$ cat config.mk
export PLATFORM = sky130hd
export DESIGN_NAME = seg_page_scheduler_flat
export DESIGN_NICKNAME = d
export VERILOG_FILES = /design/src/rtl/seg_page_scheduler_if.sv /design/src/rtl/seg_page_scheduler.sv /design/src/flat_wrapper.sv
export SDC_FILE = /design/constraint.sdc
export NUM_CORES = 1
export LEC_CHECK = 0
export CAP_MARGIN = 10
export CORE_UTILIZATION = 44
export CTS_CLUSTER_DIAMETER = 30
export DETAILED_ROUTE_END_ITERATION = 16
export PLACE_DENSITY = 0.82
export REMOVE_ABC_BUFFERS = 1
export SETUP_SLACK_MARGIN = 0.4
export SYNTH_ARGS = -nofsm -noshare
export SYNTH_HDL_FRONTEND = slang
export SYNTH_SLANG_ARGS = --single-unit
$ cat constraint.sdc
create_clock -name clk -period 3.3 [get_ports clk]
set_clock_uncertainty 0.05 [all_clocks]
set_input_delay 0.66 -clock clk [delete_from_list [all_inputs] [get_ports clk]]
set_output_delay 0.66 -clock clk [all_outputs]
set_load 0.05 [all_outputs]
$ cat src/rtl/seg_page_scheduler_if.sv
// Display-page scheduler bus: four requesters in, one display page out.
// Carries no state; timing is set entirely by the scheduler.
// No backpressure: the display side always accepts the registered page.
interface seg_page_scheduler_if;
   logic [3:0]   req_valid;
   logic [127:0] req_data;
   logic [3:0]   req_alert;
   logic         hold;
   logic [31:0]  load;
   logic [1:0]   cur_page;
   logic         load_valid;
   logic         alert_active;

   // Requester side: offers pages, alerts and the hold level.
   modport master (
      output req_valid, req_data, req_alert, hold,
      input  load, cur_page, load_valid, alert_active
   );

   // Scheduler side.
   modport slave (
      input  req_valid, req_data, req_alert, hold,
      output load, cur_page, load_valid, alert_active
   );
endinterface

$ cat src/rtl/seg_page_scheduler.sv
// Time-shares one 32-bit display among four requesters (rotate / alert override / hold).
// Latency: 1 cycle from any input change to load/cur_page/load_valid/alert_active.
// No backpressure: requesters are sampled every cycle, display always accepts.
module seg_page_scheduler #(
   parameter int unsigned DWELL_CYCLES = 50_000_000,
   parameter int unsigned ALERT_CYCLES = 150_000_000
) (
   input  logic                clk,
   input  logic                reset,
   seg_page_scheduler_if.slave bus
);

   localparam logic [31:0] DWELL_LAST = 32'(DWELL_CYCLES - 1);
   localparam logic [31:0] ALERT_LAST = 32'(ALERT_CYCLES - 1);

   typedef enum logic [1:0] {ST_IDLE, ST_ROTATE, ST_ALERT} state_t;

   state_t      state_q, state_d;
   logic [1:0]  page_q, page_d;
   logic [31:0] timer_q, timer_d;
   logic [31:0] load_q, load_d;
   logic        load_valid_q;
   logic        alert_active_q;
   logic [3:0]  valid_alert;

   // Lowest set index; simultaneous events resolve to the smallest requester.
   function automatic logic [1:0] lowest_idx(input logic [3:0] v);
      logic [1:0] r;
      r = 2'd0;
      for (int i = 3; i >= 0; i--) begin
         if (v[i]) r = 2'(i);
      end
      return r;
   endfunction

   // First valid index after p in round-robin order; falls back to p itself.
   function automatic logic [1:0] next_after(input logic [1:0] p, input logic [3:0] v);
      logic [1:0] r;
      logic [1:0] idx;
      r = p;
      for (int k = 3; k >= 1; k--) begin
         idx = p + 2'(k);
         if (v[idx]) r = idx;
      end
      return r;
   endfunction

   // Next-state decision: valid alert beats a vanished page, which beats dwell expiry.
   always_comb begin
      valid_alert = bus.req_alert & bus.req_valid;
      state_d     = state_q;
      page_d      = page_q;
      timer_d     = timer_q;
      if (valid_alert != 4'd0) begin
         state_d = ST_ALERT;
         page_d  = lowest_idx(valid_alert);
         timer_d = 32'd0;
      end else if (state_q == ST_IDLE) begin
         if (bus.req_valid != 4'd0) begin
            state_d = ST_ROTATE;
            page_d  = lowest_idx(bus.req_valid);
            timer_d = 32'd0;
         end
      end else if (bus.req_valid == 4'd0) begin
         state_d = ST_IDLE;
         page_d  = 2'd0;
         timer_d = 32'd0;
      end else if (!bus.req_valid[page_q]) begin
         state_d = ST_ROTATE;
         page_d  = next_after(page_q, bus.req_valid);
         timer_d = 32'd0;
      end else if (state_q == ST_ROTATE) begin
         if (!bus.hold) begin
            if (timer_q >= DWELL_LAST) begin
               page_d  = next_after(page_q, bus.req_valid);
               timer_d = 32'd0;
            end else begin
               timer_d = timer_q + 32'd1;
            end
         end
      end else begin
         // Alert hold time ignores the hold input.
         if (timer_q >= ALERT_LAST) begin
            state_d = ST_ROTATE;
            timer_d = 32'd0;
         end else begin
            timer_d = timer_q + 32'd1;
         end
      end
      // Data follows the next-state page so cur_page and load never disagree.
      load_d = (state_d != ST_IDLE) ? bus.req_data[{page_d, 5'd0} +: 32] : 32'd0;
   end

   // State, timer and all display outputs register together on one edge.
   always_ff @(posedge clk or negedge reset) begin
      if (!reset) begin
         state_q        <= ST_IDLE;
         page_q         <= 2'd0;
         timer_q        <= 32'd0;
         load_q         <= 32'd0;
         load_valid_q   <= 1'b0;
         alert_active_q <= 1'b0;
      end else begin
         state_q        <= state_d;
         page_q         <= page_d;
         timer_q        <= timer_d;
         load_q         <= load_d;
         load_valid_q   <= (state_d != ST_IDLE);
         alert_active_q <= (state_d == ST_ALERT);
      end
   end

   assign bus.load         = load_q;
   assign bus.cur_page     = page_q;
   assign bus.load_valid   = load_valid_q;
   assign bus.alert_active = alert_active_q;

endmodule

$ cat src/flat_wrapper.sv
// flat-port wrapper written by rule: the top's interface ports become plain ports
module seg_page_scheduler_flat 
#(
   parameter int unsigned DWELL_CYCLES = 50_000_000,
   parameter int unsigned ALERT_CYCLES = 150_000_000
)
  (clk, reset, bus_req_valid, bus_req_data, bus_req_alert, bus_hold, bus_load, bus_cur_page, bus_load_valid, bus_alert_active);
  seg_page_scheduler_if bus_i ();
  input  logic clk;
  input  logic reset;
  input wire logic [$bits(bus_i.req_valid)-1:0] bus_req_valid;
  input wire logic [$bits(bus_i.req_data)-1:0] bus_req_data;
  input wire logic [$bits(bus_i.req_alert)-1:0] bus_req_alert;
  input wire logic [$bits(bus_i.hold)-1:0] bus_hold;
  output wire logic [$bits(bus_i.load)-1:0] bus_load;
  output wire logic [$bits(bus_i.cur_page)-1:0] bus_cur_page;
  output wire logic [$bits(bus_i.load_valid)-1:0] bus_load_valid;
  output wire logic [$bits(bus_i.alert_active)-1:0] bus_alert_active;
  assign bus_i.req_valid = bus_req_valid;
  assign bus_i.req_data = bus_req_data;
  assign bus_i.req_alert = bus_req_alert;
  assign bus_i.hold = bus_hold;
  assign bus_load = bus_i.load;
  assign bus_cur_page = bus_i.cur_page;
  assign bus_load_valid = bus_i.load_valid;
  assign bus_alert_active = bus_i.alert_active;
  seg_page_scheduler #(.DWELL_CYCLES(DWELL_CYCLES), .ALERT_CYCLES(ALERT_CYCLES)) u_core (.clk(clk), .reset(reset), .bus(bus_i));
endmodule
# ---- Yosys cells after proc, flatten, opt, wreduce, memory -nomap -nowiden
# Index checks and enable logic that the tools add are counted.
dict set report totals {
  reg_bits 70
  input_bits 139
  output_inout_bits 36
  wordCells 72
}
dict set report classes {
  n_addsub 4
  magnitude_cmp 6
  eq_ne 4
  shifts 1
  n_mux 44
  n_bitwise 1
  reduce_logical 6
}
# cell count
set ops {}
lappend ops {{$mux W32} 10}
lappend ops {{$shiftx A128 B8 Y32} 1}
lappend ops {{$mux W2} 26}
lappend ops {{$add A32 B1 Y32 const B} 1}
lappend ops {{$ge A32 B26 Y1 const B} 1}
lappend ops {{$ge A32 B28 Y1 const B} 1}
lappend ops {{$lt A2 B3 Y1 const B} 4}
lappend ops {{$bmux W1 S2} 4}
lappend ops {{$reduce_bool A4 Y1} 2}
lappend ops {{$ne A6 B3 Y1 const B} 1}
lappend ops {{$add A2 B2 Y2 const B} 2}
lappend ops {{$and A4 B4 Y4} 1}
lappend ops {{$logic_not A4 Y1} 1}
lappend ops {{$mux W1} 4}
lappend ops {{$ne A3 B2 Y1 const B} 1}
lappend ops {{$add A2 B1 Y2 const B} 1}
lappend ops {{$eq A2 B1 Y1 const B} 1}
lappend ops {{$eq A2 B2 Y1 const B} 1}
lappend ops {{$logic_not A2 Y1} 1}
lappend ops {{$reduce_and A2 Y1} 1}
lappend ops {{$reduce_bool A2 Y1} 1}

# ---- Logic depth before layout (Yosys ltp)
dict set report logic_depth {
  ltp_word 15
  depth_mapped 10
  depth_no_buf 8
}

# ---- Worst setup path before layout
# Ideal clock, no wire load.
dict set report synth_path {
  path_type {register -> register}
  start {register u_core.page_q[1] (netlist: u_core.bus.cur_page[1])}
  end {register u_core.load_q[11] (netlist: u_core.bus.load[11])}
  setup_ns 0.129
  t_arrival_ns 2.686
  t_required_ns 3.121
  slack_ns 0.435
  stages_incl_launch_ff 10
  n_path_buf 2
  synth_period_minus_slack_ns 2.865
  cell_sequence {dfrtp_1 mux4_2 or3_1 nor3_2 a311oi_2 a31oi_2 buf_6 buf_8 mux2i_1 o22ai_2}
}
dict set report synth_between {
  elab_chain_len 15
  word_cells_on_any_way 29
  cone_classes {add/sub (3); shift (1); mux (24); reduce/logical (1)}
}
# element line
set synth_rtl {}
lappend synth_rtl {{from (decl)} seg_page_scheduler.sv:19} ;# logic [1:0] page_q, page_d;
lappend synth_rtl {{from (signal assigned)} seg_page_scheduler.sv:105} ;# page_q <= page_d;
lappend synth_rtl {{$add A2 B2 Y2} seg_page_scheduler.sv:42} ;# idx = p + 2'(k);
lappend synth_rtl {{$bmux W1 S2} seg_page_scheduler.sv:43} ;# if (v[idx]) r = idx;
lappend synth_rtl {{$mux W1 (not written as such)} seg_page_scheduler.sv:43}
lappend synth_rtl {{$mux W2 (3 in a row)} seg_page_scheduler.sv:43}
lappend synth_rtl {{$mux W2} seg_page_scheduler.sv:74} ;# if (timer_q >= DWELL_LAST) begin
lappend synth_rtl {{$mux W2} seg_page_scheduler.sv:73} ;# if (!bus.hold) begin
lappend synth_rtl {{$mux W2} seg_page_scheduler.sv:72} ;# end else if (state_q == ST_ROTATE) begin
lappend synth_rtl {{$mux W2} seg_page_scheduler.sv:68} ;# end else if (!bus.req_valid[page_q]) begin
lappend synth_rtl {{$mux W2} seg_page_scheduler.sv:64} ;# end else if (bus.req_valid == 4'd0) begin
lappend synth_rtl {{$mux W2} seg_page_scheduler.sv:58} ;# end else if (state_q == ST_IDLE) begin
lappend synth_rtl {{$mux W2} seg_page_scheduler.sv:54} ;# if (valid_alert != 4'd0) begin
lappend synth_rtl {{$shiftx A128 B8 Y32} seg_page_scheduler.sv:91} ;# load_d = (state_d != ST_IDLE) ? bus.req_data[{page_d, 5'd0} +: 32] : 32'd0;
lappend synth_rtl {{$mux W32 *} seg_page_scheduler.sv:91}
lappend synth_rtl {{net u_core.load_d[11]} seg_page_scheduler.sv:21} ;# logic [31:0] load_q, load_d;
lappend synth_rtl {{to (signal assigned)} seg_page_scheduler.sv:107} ;# load_q <= load_d;
lappend synth_rtl {{to (decl)} seg_page_scheduler.sv:21}
# The timed path passes the listed nets; every way through them passes the cells marked *. The select of a mux whose other input is x is not followed.
# A chain may end at the register's enable or synchronous reset.

# ---- Worst setup path after layout
dict set report layout_path {
  start {input bus_req_valid[3]}
  end {register u_core.load_q[19] (netlist: u_core.bus.load[19])}
}
dict set report layout_between {
  elab_chain_len 14
  word_cells_on_any_way 39
  cone_classes {shift (1); mux (33); bitwise (1); reduce/logical (4)}
}
# element line
set layout_rtl {}
lappend layout_rtl {{from (decl)} flat_wrapper.sv:11} ;# input wire logic [$bits(bus_i.req_valid)-1:0] bus_req_valid;
lappend layout_rtl {{$bmux W1 S2} seg_page_scheduler.sv:43}
lappend layout_rtl {{$mux W1 (not written as such)} seg_page_scheduler.sv:43}
lappend layout_rtl {{$mux W2 (3 in a row)} seg_page_scheduler.sv:43}
lappend layout_rtl {{$mux W2} seg_page_scheduler.sv:74}
lappend layout_rtl {{$mux W2} seg_page_scheduler.sv:73}
lappend layout_rtl {{$mux W2} seg_page_scheduler.sv:72}
lappend layout_rtl {{$mux W2} seg_page_scheduler.sv:68}
lappend layout_rtl {{$mux W2} seg_page_scheduler.sv:64}
lappend layout_rtl {{$mux W2} seg_page_scheduler.sv:58}
lappend layout_rtl {{$mux W2} seg_page_scheduler.sv:54}
lappend layout_rtl {{$shiftx A128 B8 Y32} seg_page_scheduler.sv:91}
lappend layout_rtl {{$mux W32 *} seg_page_scheduler.sv:91}
lappend layout_rtl {{net u_core.load_d[19]} seg_page_scheduler.sv:21}
# Marked as above.

==> flow_summary.yaml <==
finish:
  insertedDiodeCount: 0
  drive_gt1_share_pct: 11.4
  utilization_pct: 69.3
  most-common-layout-cells: "clkdlybuf4s50_1, dfrtp_1, mux2i_1, nor2_1"
  fin_nets: 731
  post-route-cell-area_um2: 6400
  layout_commonest_cell: "clkdlybuf4s50_1"
  area_growth_pct: 52.6
setup_path:
  endpoint_kind: "flip-flop"
  cp-start-kind: "input port"
  r2r_slack_ns: 0.54
  cp-startpoint: "bus_req_valid[3]"
  worst-r2r-cell-count: 9
  cp.required_ns: 3.47
  regToRegEndpoint: "u_core.bus.load[19]"
  critical_path_peak_fanout: 18
  r2r_start: "u_core.timer_q[30]"
  crit_type: "input port to flip-flop"
  cp.arrival_ns: 2.97
placement:
  hpwl_um: 9820
  place_ws_ns: -0.0540
  io_buffers: 174
  place_area_um2: 6140
  globalplace.congestion: 0.853
cts:
  cts_max_path_buffers: 2
  htree_num_levels: 3
  root_buffer: "clkbuf_8"
  cts_buffers: 9
  cts_hold_buf: 0
  clock_latency_ns: 0.35
  clk_pin_slew_ns: 0.07
  clock-sinks: 70
  cts_tree: "yes"
detailed_routing:
  initialDrtViolationCount: 151
  wirelength_um: 13200
  vias: 3931
  routed_via_density: 5.42
  wl_per_cell_um: 18.3
  antenna_left: 0
  drtPass1Iterations: 4
  route.detailed.drc: 0
synth:
  synth_edf_count: 0
  synth-seq-cells: 70
  synthDistinctLibCells: 62
  synthFlopType: "dfrtp_1"
  synth.area.top_cells: "dfrtp_1, mux2i_1, nor2_1"
  syn_inst: 403
  async_flop_share_pct: 100
  synth_area_um2: 4200
  syn_avg_cell_area_um2: 10.4
  yosys.area.top_type: "dfrtp_1"
  yosysSeqAreaShare_pct: 41.7
  synth_top_area_share_pct: 41.7
  yosysWarnings: 0
pwr:
  ir_drop_uv: 290
  p_total_mw: 3.18
  power_leakage_nw: 2.65
  power.density_nw_per_um2: 497
sta:
  fin_crit_ns: 2.80
  holdWs_ns: 0.267
  slew-limit-headroom_pct: 57.1
  finalHoldViolCount: 0
  fin_ws_ns: 0.505
  period_share_pct: 84.7
  worst_pin_slew_ns: 0.641
  setup_viol: 0
  max_freq_mhz: 358
  rsz0062_at_grt: "no"
  drv_slew: 0
grt:
  antenna_found_initial: 0
  grt_max_degree: 33
  grt_pass1_wl_um: 20600
  grt_overflow: 0
  grt_pass1_vias: 4023
  track_usage_pct: 27.3
die:
  initial_core_util_pct: 45.4
  row_count: 35
  dieHeight_um: 99.7
  pin_count: 175
  die_width_um: 99.7
  coreArea_um2: 9240
  die_area_um2: 9930
status:
  outcome: "finished, final reports clean"
worst_hold_path:
  min_path_type: "input port to async pin"
run:
  cap_violations: 0
## per-layer routing
layer,vias to the layer above,track usage [%],wire [um]
li1,1861,-,-
met1,1906,29.0,4870
met2,133,49.3,6990
met3,31,9.07,972
met4,0,11.5,413
met5,-,0,0
## cells in the mapped netlist (6+ instances only)
library cell	count
nor3_1	11
nand4_1	6
nand3_1	15
buf_2	7
o21ai_0	7
mux2i_1	65
dfrtp_1	70
nor2b_1	6
o22ai_1	22
nor2_1	50
o22ai_2	10
clkbuf_1	7
xnor2_1	17
nand2_1	20
xor2_1	12
## registers in the layout, indices dropped and copies added, names as in the netlist
| name | count |
|---|---|
| u_core.bus.load_valid | 1 |
| u_core.timer_q | 32 |
| u_core.bus.load | 32 |
| u_core.bus.cur_page | 2 |
| u_core.bus.alert_active | 1 |
| u_core.state_q | 2 |
## cells by family (layout without fill, tap and decap cells)
group / count (synthesis) / after routing / synth area share [%]
flip-flops: 70 / 70 / 41.7
XOR/XNOR: 29 / 29 / 6.05
AND/OR/NAND/NOR: 138 / 138 / 17.2
adder cells (fa/ha/maj): 1 / 1 / 0.298
buffers and inverters: 30 / 223 / 5.19
multiplexers: 67 / 67 / 16.6
AO/OA/AOI/OAI: 68 / 68 / 12.9
## how the worst max path moves through the flow
stage,cells after the start,slack (ns),end
2_1_floorplan,7,-1.87,u_core.bus.load[11]
3_3_place_gp,9,0.04,u_core.bus.load[0]
3_5_place_dp,9,-0.05,u_core.bus.load[17]
4_1_cts,9,0.40,u_core.bus.load[27]
5_1_grt,11,0.41,u_core.bus.load[17]
6_report,11,0.50,u_core.bus.load[19]
## power by group
| part | leakage [nW] | total, mW | internal [mW] | switching [mW] |
|---|---|---|---|---|
| logic | 1.66 | 1.52 | 0.650 | 0.875 |
| clock network | 0.0817 | 0.616 | 0.295 | 0.322 |
| registers | 0.899 | 1.04 | 0.981 | 0.0591 |
## critical path, stage by stage
cell and delay (ns):
dlygate4sd2_1 0.27, nor2b_1 0.15, mux4_2 0.51, buf_4 0.17
nor2_1 0.12, a311oi_2 0.14, a31oi_4 0.23, buf_12 0.17
buf_12 0.18, mux2i_1 0.26, o22ai_2 0.10
## area by class of cell
class	instances	area (um2)
multi-input combinational	303	2260
fill	675	2840
clock buffer	15	156
clock inverter	1	5.00
timing repair buffer	203	2060
inverter	4	15.0
tap	129	161
sequential	70	1750
## per-stage QoR
step	TNS, ns	instances
2_1_floorplan	-73.16	377
3_3_place_gp	0	704
3_5_place_dp	-0.240	704
4_1_cts	0	725
5_1_grt	0	725
6_report	0	725
## repair_timing
action | in CTS | in global routing
endpoints found under the setup margin | 21 | 32
cloned | 2 | 0
resized for setup | 6 | 4
pin swaps | 2 | 0
buffers inserted | 3 | 0
Power figures use the tool's default switching activity.
